--- config.mk ---
export PLATFORM = sky130hd
export DESIGN_NAME = uart_rx_axis
export DESIGN_NICKNAME = d
export VERILOG_FILES = /design/src/rtl/uart_pkg.sv /design/src/rtl/rx_stream_fifo.sv /design/src/rtl/uart_rx_axis.sv
export SDC_FILE = /design/constraint.sdc
export NUM_CORES = 1
export LEC_CHECK = 0
export CAP_MARGIN = 20
export CORE_ASPECT_RATIO = 0.75
export CORE_MARGIN = 2
export CORE_UTILIZATION = 60
export DETAILED_ROUTE_END_ITERATION = 7
export HOLD_SLACK_MARGIN = 0.08
export PLACE_DENSITY = 0.87
export SLEW_MARGIN = 5
export SYNTH_ARGS = -nofsm -noshare
export SYNTH_HDL_FRONTEND = slang
export SYNTH_SLANG_ARGS = --single-unit
--- constraint.sdc ---
create_clock -name clk -period 3.05 [get_ports clk]
set_input_delay 0.305 -clock clk [delete_from_list [all_inputs] [get_ports clk]]
set_output_delay 0.305 -clock clk [all_outputs]
set_load 0.02 [all_outputs]
--- src/rtl/uart_pkg.sv ---
// Shared UART definitions: FSM states, parity modes and baud-divider helper.
// Used by both the receive path (uart_rx_axis) and the transmit path.
`timescale 1ns/1ps
package uart_pkg;

  typedef enum logic [2:0] {
    ST_IDLE,
    ST_START,
    ST_DATA,
    ST_PARITY,
    ST_STOP
  } uart_state_e;

  localparam int PAR_NONE = 0;
  localparam int PAR_EVEN = 1;
  localparam int PAR_ODD  = 2;

  function automatic int baud_div(input int clk_rate, input int baud);
    return clk_rate / baud;
  endfunction

  // Parity selection is given as a short string; anything unrecognised means even.
  function automatic int parity_mode(input logic [31:0] s);
    if (s == "none")
      return PAR_NONE;
    else if (s == {8'h00, "odd"})
      return PAR_ODD;
    else
      return PAR_EVEN;
  endfunction

endpackage

--- src/rtl/rx_stream_fifo.sv ---
// Synchronous show-ahead FIFO with simultaneous read/write; full/empty derived from count.
`timescale 1ns/1ps
module rx_stream_fifo #(
  parameter int DW    = 8,
  parameter int DEPTH = 8
) (
  input  logic          clk,
  input  logic          rst_n,
  input  logic          wr_en,
  input  logic [DW-1:0] wr_data,
  input  logic          rd_en,
  output logic [DW-1:0] rd_data,
  output logic          empty,
  output logic          full
);

  localparam int AW = $clog2(DEPTH);
  localparam int CW = AW + 1;

  logic [DW-1:0] mem_q [DEPTH];
  logic [AW-1:0] wr_ptr_q, wr_ptr_d;
  logic [AW-1:0] rd_ptr_q, rd_ptr_d;
  logic [CW-1:0] count_q, count_d;
  logic          wr_fire;
  logic          rd_fire;

  assign empty = (count_q == '0);
  assign full  = (count_q == CW'(DEPTH));

  // A write into a full FIFO is accepted only when a read frees the head slot this cycle.
  assign wr_fire = wr_en && (!full || rd_en);
  assign rd_fire = rd_en && !empty;

  // Head is masked while empty so the output reads zero rather than stale storage.
  assign rd_data = empty ? '0 : mem_q[rd_ptr_q];

  always_comb begin
    wr_ptr_d = wr_ptr_q + AW'(wr_fire);
    rd_ptr_d = rd_ptr_q + AW'(rd_fire);
    count_d  = count_q + CW'(wr_fire) - CW'(rd_fire);
  end

  always_ff @(posedge clk or negedge rst_n) begin
    if (!rst_n) begin
      wr_ptr_q <= '0;
      rd_ptr_q <= '0;
      count_q  <= '0;
    end else begin
      wr_ptr_q <= wr_ptr_d;
      rd_ptr_q <= rd_ptr_d;
      count_q  <= count_d;
    end
  end

  always_ff @(posedge clk) begin
    if (wr_fire)
      mem_q[wr_ptr_q] <= wr_data;
  end

endmodule

--- src/rtl/uart_rx_axis.sv ---
// UART receiver -> FIFO -> AXI-Stream master with parity/framing checks.
// Optional UART_RX_AXIS_TUSER_EN: keep errored characters and flag them on m_axis_tuser.
`timescale 1ns/1ps
module uart_rx_axis
  import uart_pkg::*;
#(
  parameter int          CLK_RATE = 50000000,
  parameter int          BAUD     = 115200,
  parameter int          WIDTH    = 8,
  parameter int          DEPTH    = 8,
  parameter logic [31:0] PARITY   = "even"
) (
  input  logic             clk,
  input  logic             rst_n,
  input  logic             uart_rx,
  output logic [WIDTH-1:0] m_axis_data,
  output logic             m_axis_valid,
  input  logic             m_axis_ready,
`ifdef UART_RX_AXIS_TUSER_EN
  output logic             m_axis_tuser,
`endif
  output logic             parity_err,
  output logic             frame_err,
  output logic             overflow
);

  localparam int BAUD_DIV = baud_div(CLK_RATE, BAUD);
  localparam int PAR_MODE = parity_mode(PARITY);
  localparam int CW       = $clog2(BAUD_DIV) + 1;
  localparam int BW       = $clog2(WIDTH) + 1;
`ifdef UART_RX_AXIS_TUSER_EN
  localparam int FW       = WIDTH + 1;
`else
  localparam int FW       = WIDTH;
`endif

  localparam logic [CW-1:0] BAUD_LAST = CW'(BAUD_DIV - 1);
  localparam logic [CW-1:0] HALF_LAST = CW'(BAUD_DIV / 2 - 1);
  localparam logic [BW-1:0] BIT_LAST  = BW'(WIDTH - 1);

  logic [1:0]       sync_q, sync_d;
  logic             rxs;
  uart_state_e      state_q, state_d;
  logic [CW-1:0]    baud_cnt_q, baud_cnt_d;
  logic [BW-1:0]    bit_cnt_q, bit_cnt_d;
  logic [WIDTH-1:0] shift_q, shift_d;
  logic             par_bad_q, par_bad_d;
  logic             commit;
  logic             char_err;
  logic             push_req;
  logic [FW-1:0]    fifo_wr_data;
  logic [FW-1:0]    fifo_head;
  logic             fifo_empty;
  logic             fifo_full;
  logic             pop;

  assign sync_d = {sync_q[0], uart_rx};
  assign rxs    = sync_q[1];

  // Counters restart at zero on every state change, so each state measures its own interval.
  always_comb begin
    state_d    = state_q;
    baud_cnt_d = baud_cnt_q;
    bit_cnt_d  = bit_cnt_q;
    shift_d    = shift_q;
    par_bad_d  = par_bad_q;
    commit     = 1'b0;
    case (state_q)
      ST_IDLE: begin
        if (!rxs) begin
          state_d    = ST_START;
          baud_cnt_d = '0;
        end
      end
      ST_START: begin
        if (baud_cnt_q == HALF_LAST) begin
          baud_cnt_d = '0;
          bit_cnt_d  = '0;
          par_bad_d  = 1'b0;
          state_d    = rxs ? ST_IDLE : ST_DATA;
        end else begin
          baud_cnt_d = baud_cnt_q + CW'(1);
        end
      end
      ST_DATA: begin
        if (baud_cnt_q == BAUD_LAST) begin
          baud_cnt_d = '0;
          shift_d    = {rxs, shift_q[WIDTH-1:1]};
          if (bit_cnt_q == BIT_LAST)
            state_d = (PAR_MODE == PAR_NONE) ? ST_STOP : ST_PARITY;
          else
            bit_cnt_d = bit_cnt_q + BW'(1);
        end else begin
          baud_cnt_d = baud_cnt_q + CW'(1);
        end
      end
      ST_PARITY: begin
        if (baud_cnt_q == BAUD_LAST) begin
          baud_cnt_d = '0;
          state_d    = ST_STOP;
          if (PAR_MODE == PAR_ODD)
            par_bad_d = ((~^shift_q) != rxs);
          else
            par_bad_d = ((^shift_q) != rxs);
        end else begin
          baud_cnt_d = baud_cnt_q + CW'(1);
        end
      end
      ST_STOP: begin
        if (baud_cnt_q == BAUD_LAST) begin
          baud_cnt_d = '0;
          commit     = 1'b1;
          state_d    = ST_IDLE;
        end else begin
          baud_cnt_d = baud_cnt_q + CW'(1);
        end
      end
      default: begin
        state_d    = ST_IDLE;
        baud_cnt_d = '0;
      end
    endcase
  end

  always_ff @(posedge clk or negedge rst_n) begin
    if (!rst_n) begin
      sync_q     <= 2'b11;
      state_q    <= ST_IDLE;
      baud_cnt_q <= '0;
      bit_cnt_q  <= '0;
      shift_q    <= '0;
      par_bad_q  <= 1'b0;
    end else begin
      sync_q     <= sync_d;
      state_q    <= state_d;
      baud_cnt_q <= baud_cnt_d;
      bit_cnt_q  <= bit_cnt_d;
      shift_q    <= shift_d;
      par_bad_q  <= par_bad_d;
    end
  end

  // In the commit cycle rxs still holds the stop-bit sample.
  assign char_err   = par_bad_q || !rxs;
  assign parity_err = commit && par_bad_q;
  assign frame_err  = commit && !rxs;
  assign pop        = m_axis_valid && m_axis_ready;

`ifdef UART_RX_AXIS_TUSER_EN
  assign push_req     = commit;
  assign fifo_wr_data = {char_err, shift_q};
  assign m_axis_data  = fifo_head[WIDTH-1:0];
  assign m_axis_tuser = fifo_head[WIDTH];
`else
  assign push_req     = commit && !char_err;
  assign fifo_wr_data = shift_q;
  assign m_axis_data  = fifo_head;
`endif

  assign overflow     = push_req && fifo_full && !pop;
  assign m_axis_valid = !fifo_empty;

  rx_stream_fifo #(
    .DW    (FW),
    .DEPTH (DEPTH)
  ) u_fifo (
    .clk     (clk),
    .rst_n   (rst_n),
    .wr_en   (push_req),
    .wr_data (fifo_wr_data),
    .rd_en   (pop),
    .rd_data (fifo_head),
    .empty   (fifo_empty),
    .full    (fifo_full)
  );

endmodule

Yosys cells after proc, flatten, opt, wreduce, memory -nomap -nowiden
Memories as Yosys holds them, arrays and structs flattened.
Index checks and enable logic that the tools add are counted.
W data, S select, Z words.
Storage, ports and cells
  flip-flop bits (word level): 38
  RAM bits: 64
  bits of input ports: 4
  logic and storage cells: 81
  memories kept: 1
Memory list
  u_fifo.mem_q: words 8, bits a word 8, read ports 1, clocked after Yosys merged registers in 0, wr ports 1, line rx_stream_fifo.sv:20  | logic [DW-1:0] mem_q [DEPTH];
Operators by class
  add/subtract/negate cells: 6
  equal/unequal tests: 16
  mux-type cells: 24
  reduce and logical (&&, ||, !) cells: 25
Operators by type and width (number)
  $mux W10: 3
  $pmux W10 S3: 1
  $mux W3: 6
  $pmux W3 S5: 1
  $ne A2 B2 Y1 const B: 7
  $mux W4: 3
  $add A10 B1 Y10 const B: 1
  $eq A10 B8 Y1 const B: 1
  $eq A10 B9 Y1 const B: 1
  $logic_and A1 B1 Y1: 8
  $mux W8: 1
  $pmux W4 S2: 1
  $reduce_xor A8 Y1: 1
  $add A3 B1 Y3: 2
  $eq A3 B2 Y1 const B: 2
  $mux W1: 6
  $reduce_and A6 Y1: 1
  $logic_not A1 Y1: 5
  $add A4 B1 Y4: 1
  $add A4 B1 Y4 const B: 1
  $eq A4 B3 Y1 const B: 1
  $eq A4 B4 Y1 const B: 1
  $logic_not A4 Y1: 1
  $reduce_and A4 Y1: 1
  other kinds (12): 14

Longest topological paths before layout
  word-level depth: 7
  gate-level depth with buffers: 12
  depth with buffers taken out: 11

Cells and area by module
Synthesis repeated with hierarchy kept, for this count alone.
Second synthesis, totals
  cells, all modules: 326
  area, all modules: 4722.0 sq um
By module, submodules not included
  rx_stream_fifo: times used 1, cells an instance 182, area an instance 3139.3 sq um, seq. area each 2172.1 sq um
  uart_rx_axis: times used 1, cells an instance 144, area an instance 1582.8 sq um, seq. area each 703.2 sq um

Worst setup path before layout
OpenSTA, ideal clock, no wires.
  path kind: register -> register
  from: register baud_cnt_q[2]
  to: register u_fifo.count_q[2]
  setup time: 0.123 ns
  data arrival time: 2.456 ns
  data required time: 2.927 ns
  slack: 0.471 ns
  stages on the path, launching flop included: 8
  buffers on the path: 0
  clock period less this slack: 2.579 ns
  path through: dfrtp_1 or3b_4 or4_4 nor3b_4 ha_1 inv_1 fa_1 xnor2_1
Between the ends
  longest elaborated chain between the ends: 7
Ends and longest elaborated chain
  from (decl): line uart_rx_axis.sv:44  | logic [CW-1:0] baud_cnt_q, baud_cnt_d;
  from (signal assigned): line uart_rx_axis.sv:136  | baud_cnt_q <= baud_cnt_d;
  $eq A10 B9 Y1: line uart_rx_axis.sv:110  | if (baud_cnt_q == BAUD_LAST) begin
  $mux W1: line uart_rx_axis.sv:110
  $mux W1: line uart_rx_axis.sv:68  | case (state_q)
  $logic_and A1 B1 Y1: line uart_rx_axis.sv:155  | assign push_req = commit && !char_err;
  $logic_and A1 B1 Y1: line rx_stream_fifo.sv:31  | assign wr_fire = wr_en && (!full || rd_en);
  $add A4 B1 Y4: line rx_stream_fifo.sv:40  | count_d = count_q + CW'(wr_fire) - CW'(rd_fire);
  $sub A4 B1 Y4: line rx_stream_fifo.sv:40
  net u_fifo.count_d[2]: line rx_stream_fifo.sv:23  | logic [CW-1:0] count_q, count_d;
  to (signal assigned): line rx_stream_fifo.sv:51  | count_q <= count_d;
  to (decl): line rx_stream_fifo.sv:23
The timed path passes the listed nets, and every way through them passes these cells.
A chain may end at the register's enable or synchronous reset.

Worst setup path in the final report
  from: register baud_cnt_q[2]
  to: output overflow
Between the ends
  longest elaborated chain between the ends: 6
Ends and longest elaborated chain
  $eq A10 B9 Y1: line uart_rx_axis.sv:110
  $mux W1: line uart_rx_axis.sv:110
  $mux W1: line uart_rx_axis.sv:68
  $logic_and A1 B1 Y1: line uart_rx_axis.sv:155
  $logic_and A1 B1 Y1 (2 in a row): line uart_rx_axis.sv:160  | assign overflow = push_req && fifo_full && !pop;
  to (decl): line uart_rx_axis.sv:24  | output logic overflow
No other way between the ends.

==> impl_metrics.tcl <==
set metrics [dict create \
    dieArea_sq_um 8250 \
    dr.first_iter.drc_count 169 \
    worst_ir_drop_vdd_mv 0.340 \
    htreeDepth 3 \
    rsz0062_at_grt "no" \
    die-height_um 79.2 \
    hold_path_end "sync_q[0]" \
    synth_flop_cell "sky130_fd_sc_hd__edfxtp_1" \
    synthesis.nets 321 \
    layout_common_cells "sky130_fd_sc_hd__edfxtp_1, sky130_fd_sc_hd__dfrtp_1, sky130_fd_sc_hd__nor2_1" \
    cts_post_setup_buffers_inserted 0 \
    cellLeakagePower_nw 1.95 \
    clk_latency_ns 0.36 \
    setup_tns_ns 0 \
    grt_overflow_total 0 \
    postSynthRegisterBits 102 \
    floorplan.initialDensity 0.617 \
    avgRoutedWirePerCell_um 18.4 \
    pre_cts_ws_ns 0.462 \
    hold_depth 1 \
    arrival_ns 2.62 \
    chipWidth_um 104 \
    power_density_nw_per_um2 663 \
    netlist_area_sq_um 4520 \
    antenna_cells 0 \
    worst_setup_hold_path_clk_slew_ns 0.09 \
    drt_pass1_iterations 4 \
    fmax_mhz 342 \
    wirelength_routed_um 8060 \
    vias_per_cell 5.87 \
    finalHoldViolations 0 \
    timing.rr.start "baud_cnt_q[2]" \
    min_period_ns 2.92 \
    slew_headroom 0.446 \
    clock_path_buffers 2 \
    syn-mean-instance-area_sq_um 15.0 \
    cpPeakStageDelay_ns 0.62 \
    grt_first_pass_wirelength_um 13500 \
    placement.io_buffers 15 \
    post_synth_num_cell_types 47 \
    final_layout_size_suffix_gt1_frac 0.202 \
    routabilityCongestion 0.804 \
    route.vias.total 2570 \
    cts_num_sinks 102 \
    critPathRequiredTime_ns 2.74 \
    number_of_global_route_vias_before_repair 2703 \
    setup_slack_ns 0.129 \
    timing.max_cap.violations 0 \
    asyncSetResetFlopFracSynth 0.373 \
    rows 27 \
    synth_xor_area_frac 0.0271 \
    synthAdderAreaFrac 0.0432 \
    layout-area-overhead-vs-synth_pct 11.4 \
    synth-compound-area-share 0.0352 \
    synth.mux.area_fraction 0.120 \
    r2r_slack_ns 0.45 \
    drtAntennaViolNets 0 \
    syn-instance-count 302 \
    finalSetupViolations 0 \
    floorplan.core_area_sq_um 7330 \
    grt_max_degree 39 \
    grt_use_total 0.217 \
    critical_path.reg2reg.endpoint "u_fifo.count_q[2]" \
    fin_worst_skew_ns 0.0135 \
    hpwlAfterDp_um 5610 \
    mostFrequentLayoutCell "sky130_fd_sc_hd__edfxtp_1" \
    worst_hold_launch "uart_rx" \
    root_buffer "sky130_fd_sc_hd__clkbuf_8" \
    num-fill-cells 470 \
    actual_slew_at_the_worst_max_slew_pin_ns 0.831 \
    grt_antenna_before_repair 0 \
    power.total_mw 3.34 \
    synthesis.yosys.warnings 0 \
    layoutNonFillerInstCount 438 \
    timing.critical_path.from_type "register" \
    fin_crit_sh 0.958 \
    hold_path_class "primary input to register" \
    simple_gate_area_share_of_the_yosys_netlist 0.118 \
    cts_tree "done" \
    synth_seq_area_share 0.636 \
    run_status "completed" \
    nNetsFinal 352 \
    ioPinCount 16 \
    crit_fanout 7 \
    synth_top_family_by_area "multiplexers" \
    critical_path.cell_chain "or3b_4, or4_4, nor3_1, clkdlybuf4s50_1" \
    crit_path_top_delay_cell "sky130_fd_sc_hd__clkdlybuf4s50_1" \
    utilization 0.687 \
    post-place-cells 421 \
    cts_inserted_buffers 9 \
    worst-setup-path-type "register to primary output" \
    critical_path.endpoint_type "primary output" \
    remaining_drc_errors 0 \
    ff2ff_path_depth 7 \
    number_of_enable_type_register_cells_in_the_synthesized_netlist 64 \
    final_slew_viol_count 0 \
]
-- critical path: cells and delay by family (launching register included) --
family	cells	cell delay, ns
flops	1	0.46
buf+inv	1	0.62
simple gates	3	1.19
-- registers in the layout, summed over array words and instances, names as in the netlist --
register / cells
state_q: 3
sync_q: 2
u_fifo.count_q: 4
par_bad_q: 1
u_fifo.mem_q: 64
u_fifo.wr_ptr_q: 3
bit_cnt_q: 4
u_fifo.rd_ptr_q: 3
baud_cnt_q: 10
fifo_wr_data: 8
-- how the worst max path moves through the flow --
stage                  start           endpoint  slack [ns]  depth (start not counted)
5_1_grt        baud_cnt_q[2]           overflow       0.008                          4
2_1_floorplan  baud_cnt_q[2]  u_fifo.count_q[2]        0.47                          7
6_report       baud_cnt_q[2]           overflow        0.13                          4
3_3_place_gp   baud_cnt_q[2]           overflow        0.54                          4
4_1_cts        baud_cnt_q[2]          frame_err        0.10                          4
3_5_place_dp      state_q[1]         state_q[0]        0.46                          4
-- synth_stat cells (2+ instances only) --
cell	number	share of area
sky130_fd_sc_hd__nor2_1	28	0.023
sky130_fd_sc_hd__and2_1	2	0.0028
sky130_fd_sc_hd__a21oi_1	5	0.0055
sky130_fd_sc_hd__nand2b_1	3	0.0042
sky130_fd_sc_hd__clkbuf_1	7	0.0058
sky130_fd_sc_hd__dfstp_2	2	0.012
sky130_fd_sc_hd__or3b_4	2	0.0050
sky130_fd_sc_hd__ha_1	14	0.039
sky130_fd_sc_hd__nand2_1	13	0.011
sky130_fd_sc_hd__inv_1	15	0.012
sky130_fd_sc_hd__nand3_1	12	0.013
sky130_fd_sc_hd__nor3_1	6	0.0066
sky130_fd_sc_hd__mux2_2	9	0.022
sky130_fd_sc_hd__edfxtp_1	64	0.43
sky130_fd_sc_hd__a22o_1	4	0.0077
sky130_fd_sc_hd__xor2_1	5	0.0097
sky130_fd_sc_hd__nand3b_1	3	0.0050
sky130_fd_sc_hd__xnor2_1	9	0.017
sky130_fd_sc_hd__o21ai_0	6	0.0066
sky130_fd_sc_hd__o31ai_1	2	0.0033
sky130_fd_sc_hd__a21o_1	3	0.0050
sky130_fd_sc_hd__nand4_1	2	0.0028
sky130_fd_sc_hd__nor3_2	3	0.0066
sky130_fd_sc_hd__mux4_2	16	0.080
sky130_fd_sc_hd__dfrtp_1	36	0.20
sky130_fd_sc_hd__mux2i_1	8	0.018
sky130_fd_sc_hd__o22ai_1	2	0.0028
sky130_fd_sc_hd__or3_1	2	0.0028
-- per-layer routing --
layer	part of all wire	track usage	wire length, um
met4	0.027	0.0973	216
met2	0.51	0.376	4110
met1	0.42	0.269	3410
met3	0.040	0.0427	325
met5	0	0	0
-- area by class of cell --
type,count,area [sq um],share of cell area
clock buffers,10,128,0.0253
clock inverters,5,43.8,0.00870
inverters,15,56.3,0.0112
multi-input cells,176,1550,0.308
flip-flops and latches,102,2880,0.571
well taps,101,126,0.0251
repair buffers,29,255,0.0507
-- what timing repair did --
| item | CTS | global route |
|---|---|---|
| hold buffers | 1 | 0 |
| endpoints found under the setup margin | 0 | 1 |
| gates resized for setup | 0 | 1 |
| endpoints found under the hold margin | 14 | 0 |
-- logic make-up after synthesis --
kind of cell / count (synthesis)
mux: 33
simple gates: 90
xor+xnor: 14
buf+inv: 24
compound gates: 24
fa+ha+maj: 15
flops: 102
-- metrics by stage --
step / hold slack [ns] / cell area [sq um]
after floorplan: 0.00941 / 4520
after global placement: 0.347 / 4840
after detailed placement: 0.351 / 4840
after CTS: 0.343 / 5020
after global routing: 0.336 / 5030
final: 0.352 / 5030
-- power breakdown --
group	internal [mW]	leakage (nW)	switching, mW	total [mW]
Combinational	0.533	0.793	0.470	1.00
Sequential	1.51	1.08	0.0814	1.59
Clock	0.302	0.0809	0.442	0.744
Total	2.34	1.95	0.993	3.34
Power figures use the tool's default switching activity.
